[config.mk]
export PLATFORM = sky130hd
export DESIGN_NAME = switch_debounce
export DESIGN_NICKNAME = d
export VERILOG_FILES = /design/src/rtl/debounce_pkg.sv /design/src/rtl/bit_sync.sv /design/src/rtl/switch_debounce.sv
export SDC_FILE = /design/constraint.sdc
export NUM_CORES = 1
export LEC_CHECK = 0
export BUFFER_PORTS_ARGS = -buffer_cell sky130_fd_sc_hd__buf_2
export CORE_MARGIN = 2
export CORE_UTILIZATION = 55
export DETAILED_ROUTE_END_ITERATION = 12
export PLACE_DENSITY = 0.79
export SLEW_MARGIN = 15
export SYNTH_ARGS = -nofsm -noshare
export SYNTH_HDL_FRONTEND = slang
export SYNTH_SLANG_ARGS = --single-unit
[constraint.sdc]
create_clock -name clk -period 1.8 [get_ports clk]
set_input_delay 0.27 -clock clk [delete_from_list [all_inputs] [get_ports clk]]
set_output_delay 0.27 -clock clk [all_outputs]
set_load 0.1 [all_outputs]
[src/rtl/debounce_pkg.sv]
// -----------------------------------------------------------------------------
// debounce_pkg
// Shared types and default constants for the switch_debounce block.
//   db_state_t          : debounce FSM state encoding
//   DB_SYNC_STAGES_DEF  : default synchroniser depth
//   DB_CYCLES_DEF       : default stable-cycle requirement
//   DB_CNT_W_DEF        : default hold-counter width
//   GLITCH_MAX          : saturation value of the rejected-bounce counter
// -----------------------------------------------------------------------------
package debounce_pkg;

  typedef enum logic [1:0] {
    ST_LO   = 2'd0,
    WAIT_HI = 2'd1,
    ST_HI   = 2'd2,
    WAIT_LO = 2'd3
  } db_state_t;

  localparam int DB_SYNC_STAGES_DEF = 2;
  localparam int DB_CYCLES_DEF      = 1000;
  localparam int DB_CNT_W_DEF       = 10;

  localparam logic [7:0] GLITCH_MAX = 8'hFF;

endpackage

[src/rtl/bit_sync.sv]
// -----------------------------------------------------------------------------
// bit_sync
// Multi-flop synchroniser bringing one asynchronous bit into the clk domain.
// Ports:
//   clk   : destination clock
//   reset : asynchronous active-high reset, clears every stage to 0
//   d     : asynchronous input bit
//   q     : synchronised output (last stage of the chain)
// Parameter SYNC_STAGES (>= 2) sets the chain length.
// -----------------------------------------------------------------------------
module bit_sync #(
  parameter int SYNC_STAGES = 2
) (
  input  logic clk,
  input  logic reset,
  input  logic d,
  output logic q
);

  logic [SYNC_STAGES-1:0] chain;

  always_ff @(posedge clk or posedge reset) begin
    if (reset) begin
      chain <= '0;
    end else begin
      chain <= {chain[SYNC_STAGES-2:0], d};
    end
  end

  assign q = chain[SYNC_STAGES-1];

endmodule

[src/rtl/switch_debounce.sv]
// -----------------------------------------------------------------------------
// switch_debounce
// Conditions a raw asynchronous single-bit input: synchronises it, rejects
// bounces shorter than DEBOUNCE_CYCLES stable cycles, and produces a clean
// registered level plus one-cycle rise/fall pulses.
// Ports:
//   clk        : single clock, all state on posedge
//   reset      : asynchronous active-high reset, clears all state
//   din        : raw input, asynchronous to clk
//   q          : debounced level (registered)
//   rise       : one-cycle pulse when q goes 0->1
//   fall       : one-cycle pulse when q goes 1->0
//   glitch_cnt : saturating count of rejected bounces (only when the macro
//                DEBOUNCE_STATS_EN is defined)
// Handshake: none; q/rise/fall are free-running registered outputs, a pulse
// is valid for exactly the single cycle it is high.
// The FSM state is held in the db_state_t register 'state'.
// -----------------------------------------------------------------------------
module switch_debounce
  import debounce_pkg::*;
#(
  parameter int SYNC_STAGES     = DB_SYNC_STAGES_DEF,
  parameter int DEBOUNCE_CYCLES = DB_CYCLES_DEF,
  parameter int CNT_W           = DB_CNT_W_DEF
) (
  input  logic       clk,
  input  logic       reset,
  input  logic       din,
  output logic       q,
  output logic       rise,
  output logic       fall
`ifdef DEBOUNCE_STATS_EN
  ,
  output logic [7:0] glitch_cnt
`endif
);

  localparam logic [CNT_W-1:0] CNT_LAST = CNT_W'(DEBOUNCE_CYCLES - 1);
  localparam logic [CNT_W-1:0] CNT_ONE  = CNT_W'(1);

  logic              s;
  db_state_t         state, state_n;
  logic [CNT_W-1:0]  cnt, cnt_n;
  logic              q_n, rise_n, fall_n;

  bit_sync #(
    .SYNC_STAGES(SYNC_STAGES)
  ) u_sync (
    .clk  (clk),
    .reset(reset),
    .d    (din),
    .q    (s)
  );

  always_ff @(posedge clk or posedge reset) begin
    if (reset) begin
      state <= ST_LO;
      cnt   <= '0;
      q     <= 1'b0;
      rise  <= 1'b0;
      fall  <= 1'b0;
    end else begin
      state <= state_n;
      cnt   <= cnt_n;
      q     <= q_n;
      rise  <= rise_n;
      fall  <= fall_n;
    end
  end

  // Acceptance happens when cnt reaches DEBOUNCE_CYCLES-1, so cnt never
  // needs to count past its last value and cannot wrap.
  always_comb begin
    state_n = state;
    cnt_n   = cnt;
    q_n     = q;
    rise_n  = 1'b0;
    fall_n  = 1'b0;
    case (state)
      ST_LO: begin
        if (s) begin
          state_n = WAIT_HI;
          cnt_n   = '0;
        end
      end
      WAIT_HI: begin
        if (!s) begin
          state_n = ST_LO;
          cnt_n   = '0;
        end else if (cnt == CNT_LAST) begin
          state_n = ST_HI;
          q_n     = 1'b1;
          rise_n  = 1'b1;
        end else begin
          cnt_n = cnt + CNT_ONE;
        end
      end
      ST_HI: begin
        if (!s) begin
          state_n = WAIT_LO;
          cnt_n   = '0;
        end
      end
      WAIT_LO: begin
        if (s) begin
          state_n = ST_HI;
          cnt_n   = '0;
        end else if (cnt == CNT_LAST) begin
          state_n = ST_LO;
          q_n     = 1'b0;
          fall_n  = 1'b1;
        end else begin
          cnt_n = cnt + CNT_ONE;
        end
      end
      default: begin
        state_n = ST_LO;
        cnt_n   = '0;
      end
    endcase
  end

`ifdef DEBOUNCE_STATS_EN
  // A rejected bounce is any WAIT state falling back to its stable state.
  logic glitch;
  assign glitch = ((state == WAIT_HI) && !s) || ((state == WAIT_LO) && s);

  always_ff @(posedge clk or posedge reset) begin
    if (reset) begin
      glitch_cnt <= 8'h00;
    end else if (glitch && (glitch_cnt != GLITCH_MAX)) begin
      glitch_cnt <= glitch_cnt + 8'h01;
    end
  end
`else
  // Statistics disabled: no rejected-bounce counter.
`endif

endmodule

; ---- Word level (Yosys, flattened, before mapping)
; Cells that the tools add are included.
[totals]
ff_bits = 17
inputBits = 3
output_inout_bits = 3
elab_cells = 47
[classes]
addsub = 1
n_eq_ne = 12
n_mux = 23
reduce_logical = 5
[op_table]
columns = op, count
row1 = 10-bit 2-to-1 mux, 5
row2 = 10-bit one-hot mux with 4 select lines, 1
row3 = 2-bit 2-to-1 mux, 6
row4 = "10-bit by 1-bit adder with 10-bit output, second input constant", 1
row5 = "10-bit equality test, second input constant", 1
row6 = 1-bit 2-to-1 mux, 9
row7 = "2-bit != test, second input constant", 4
row8 = 2-bit one-hot mux with 4 select lines, 1
row9 = 5-bit AND reduction, 1
row10 = "2-bit equality test, second input constant", 2
row11 = "2-bit by 1-bit != test with 1-bit output, second input constant", 2
row12 = 4-bit AND reduction, 1
row13 = "3-bit by 2-bit != test with 1-bit output, second input constant", 1
row14 = "3-bit != test, second input constant", 1
row15 = "2-bit by 1-bit equality test with 1-bit output, second input constant", 1
row16 = 2-bit logical NOT, 1
row17 = 1-bit one-hot mux with 2 select lines, 1
row18 = 2-bit AND reduction, 1
row19 = 2-bit nonzero test, 1

; ---- Depth between registers and ports, before layout
[logic_depth]
word_depth = 4
ltp_mapped = 6
mapped_depth_nobuf = 5

; ---- Cells and area by module
; From an unflattened synthesis, not the netlist that was laid out.
[hier_totals]
hier_cells = 83
area_unflattened_um2 = 840.8
[by_module_without_submodules]
columns = module, instances, cells_each, area_per_inst_um2
row1 = switch_debounce, 1, 80, 787.0
row2 = bit_sync, 1, 3, 53.8

; ---- Worst setup path after synthesis
; No wires, ideal clock.
[synth_path]
kind = register to register
from = reg cnt[0]
to = reg cnt[0]
setup_time_ns = 0.125
arrival_ns = 1.390
required_time_ns = 1.675
setup_slack_ns = 0.285
stages_incl_launch_ff = 7
path_buffers = 1
period_less_slack_ns = 1.515
cell_sequence = dfrtp_1 > ha_1 > and2_1 > clkbuf_1 > and3_1 > nor2_2 > mux2_2
[synth_between]
elab_chain_len = 4
[synth_lines]
columns = item, line
row1 = from (decl), switch_debounce.sv:43  ; logic [CNT_W-1:0] cnt, cnt_n;
row2 = from (signal assigned), switch_debounce.sv:64  ; cnt <= cnt_n;
row3 = 10-bit by 1-bit adder with 10-bit output or 10-bit equality test (tied branches), --
row4 = 10-bit 2-to-1 mux *, "switch_debounce.sv:90, switch_debounce.sv:108"
row5 = "10-bit 2-to-1 mux, on equally long branches", "switch_debounce.sv:105, switch_debounce.sv:87"
row6 = 10-bit one-hot mux with 4 select lines *, switch_debounce.sv:79  ; case (state)
; Mark *: on every way between the ends. The rest lies on a longest branch, timed or not.
; A chain may end at the register's enable or synchronous reset.

; ---- Worst setup path after layout
; Same ends and word-level chain as after synthesis.

==> results by group <==
Status
  – Status: completed

Clocking
  – Setup Buffers After CTS: 0
  – TritonCTS clock tree: built
  – Hold buffers post-CTS: 0
  – Clk slew on worst S/H paths: 0.10 ns
  – CTS H-tree lvls: 1
  – Bufs on Longest Clock Path: 2
  – Clock sink count: 17
  – Worst skew pair latency: 0.30 ns
  – Post-CTS Resized: 0
  – TritonCTS Buffers: 3
  – Root Driver: clkbuf_4

Floorplanning
  – Initial Utilization: 0.572
  – IO Pins: 6
  – Cell Rows: 14
  – DIE HEIGHT: 43.1 µm
  – Die area: 1860 µm²
  – CORE AREA: 1470 µm²
  – Width of the die: 43.1 µm

Worst setup path
  – Crit path buf inv count: 0
  – WS Path Type: reg -> reg
  – Worst path cell trace: ha_1, and2_1, and3_1, nor2_2, mux2_2
  – CP Launch Type: flip-flop
  – Critical Path Source: cnt[0]
  – CP required: 1.99 ns
  – Critical R2R Launch: cnt[0]
  – Setup crit end kind: flip-flop
  – CP top delay family: simple AND/OR/NAND/NOR gates
  – Slowest cell delay on critical path: 0.40 ns
  – Slowest stage cell, crit path: dfrtp_1
  – Arrival time at the worst endpoint: 1.75 ns
  – Critical-path maximum fanout: 9

Drt
  – Drt pass-1 iters: 4
  – DRT Wirelength: 1420 µm
  – DR iter-0 viols: 27
  – DRC: 0
  – Routed len/inst: 13.4 µm
  – Post-route ant nets: 0
  – Met3 wire length: 59 µm
  – Uppermost layer routed: met4
  – Via Count: 651
  – WL met2: 654 µm
  – Via-per-instance ratio: 6.14
  – M1 WL: 661 µm

Synth
  – Syn_area_per_cell: 10.0 µm²
  – Post-synth net total: 88
  – Yosys warnings: 0
  – Post-synth top area share: 0.505
  – Seq/Total Area, Yosys: 0.505
  – Synth unique cells: 32
  – Yosys top cell by area: dfrtp_1
  – Top post-synthesis cells by area: dfrtp_1, nand2_1, a31oi_1
  – Mapped Cells: 84
  – Synthesized area: 842 µm²
  – Seq cells post-synth: 17

GRT
  – Total track usage: 0.198
  – Largest net degree at the start of global routing: 18
  – GRT Residual Overflow: 0
  – Antenna violations before repair: 0
  – Vias in the first global route: 618
  – First-pass GRT wire length: 2660 µm

Cells and area
  – Most common cell after layout, fill and taps aside: dfrtp_1
  – Layout cells sized above 1: 0.200
  – Ant diodes: 0
  – FILL cells: 127
  – Final nets: 95
  – Syn-to-layout area delta: 7.13%
  – Commonest non-fill, non-tap cells in the layout: dfrtp_1, nand2_1, a31oi_1

Power
  – Leak: 0.000400 µW
  – Power Density: 716 nW/µm²
  – VDD IR max: 0.619 mV
  – Pwr Total: 646 µW

STA
  – Final setup TNS: 0 ns
  – Final hold violation count: 0
  – Clock Skew: 0.00647 ns
  – Max Freq: 0.642 GHz
  – RSZ-0062 raised after global routing: false
  – Final min period: 1.56 ns
  – Worst slew pin tran: 0.627 ns
  – Worst slew margin: 0.582
  – # setup viols final: 0
  – Fin. max-slew vios: 0
  – Crit share post-route: 0.866

Min path
  – Hold Path Class: in -> async

Placed design
  – Port Buf Inserts: 5
  – Routability congestion estimate: 0.838
  – Final HPWL DP: 1060 µm

Job
  – Max Cap Violations: 0
-- cells in the mapped netlist --
| master | count |
|---|---|
| nand4_1 | 4 |
| inv_1 | 1 |
| o21ai_1 | 1 |
| a21oi_1 | 2 |
| xnor2_1 | 1 |
| nand2_2 | 1 |
| nor3b_1 | 1 |
| nor2_1 | 2 |
| nand2b_1 | 1 |
| a21o_1 | 1 |
| buf_6 | 1 |
| clkbuf_1 | 3 |
| o211ai_1 | 1 |
| ha_1 | 1 |
| nand2_1 | 12 |
| o22a_2 | 2 |
| or3_1 | 1 |
| a41oi_1 | 1 |
| a22o_1 | 1 |
| and2_1 | 2 |
| nor2_2 | 1 |
| xor2_1 | 2 |
| and3_1 | 3 |
| nor3_1 | 3 |
| a31oi_1 | 6 |
| o21ai_0 | 5 |
| mux2_2 | 1 |
| nand3_1 | 3 |
| a22o_2 | 1 |
| xor2_2 | 1 |
| dfrtp_1 | 17 |
| and4bb_2 | 1 |
-- worst paths after layout --
path	endpoint	slack, ns	depth (start not counted)
min in group clk	u_sync.chain[0]	0.07	1
max reg2reg	cnt[0]	0.24	5
min	cnt[4]	0.03	2
max	cnt[0]	0.24	5
max in group asynchronous	cnt[2]	1.36	2
min reg2reg	u_sync.chain[1]	0.36	0
-- worst register-to-register path: stages, from the launching register on --
cell and delay, ns:
dfrtp_1 0.40, ha_1 0.19, and2_1 0.29, and3_1 0.26, nor2_2 0.06, mux2_2 0.26
-- through the flow --
stage	util	cells	hold slack [ns]	setup slack (ns)	instance area [µm²]
global route	0.613	106	0.0512	0.124	902
floorplan	-	84	0.196	0.285	842
CTS	0.613	106	0.0455	0.244	902
global placement	0.593	102	0.339	0.317	872
detailed placement	0.593	102	0.339	0.263	872
finish	0.613	106	0.0302	0.241	902
-- logic make-up (layout without fill, tap and decap cells) --
logic type / after synthesis / in the layout / synth area share
AND/OR/NAND/NOR: 35 / 35 / 0.218
AO/OA/AOI/OAI: 21 / 21 / 0.166
flip-flops: 17 / 17 / 0.505
buffers and inverters: 5 / 11 / 0.0312
XOR/XNOR: 4 / 4 / 0.0505
adder cells (fa/ha/maj): 1 / 1 / 0.0149
multiplexers: 1 / 1 / 0.0134
-- final cells by class --
| cell class | count | area [µm²] | share of cell area |
|---|---|---|---|
| Clock buffer | 3 | 22.5 | 0.0250 |
| Clock inverter | 1 | 7.51 | 0.00832 |
| Inverter | 1 | 3.75 | 0.00416 |
| Multi-Input combinational cell | 62 | 390 | 0.433 |
| Sequential cell | 17 | 425 | 0.472 |
| Tap cell | 16 | 20.0 | 0.0222 |
| Timing Repair Buffer | 6 | 32.5 | 0.0361 |
-- power by group --
group,internal (µW),leakage [µW],switching [µW]
combinational,13.8,0.000156,22.6
sequential,389,0.000229,9.89
clock,84.8,0.0000139,126
-- registers in the layout, summed over array words and instances, names as in the netlist, named ones only --
name	cells
cnt	10
u_sync.chain	2
fall	1
q	1
rise	1
state	1
-- per-layer routing --
metal  up-vias  global-route usage
met4         0               0.139
li1        319                   -
met2        19               0.275
met5         -                   0
met3         5              0.0383
met1       308               0.273
(Power assumes the default switching activity.)
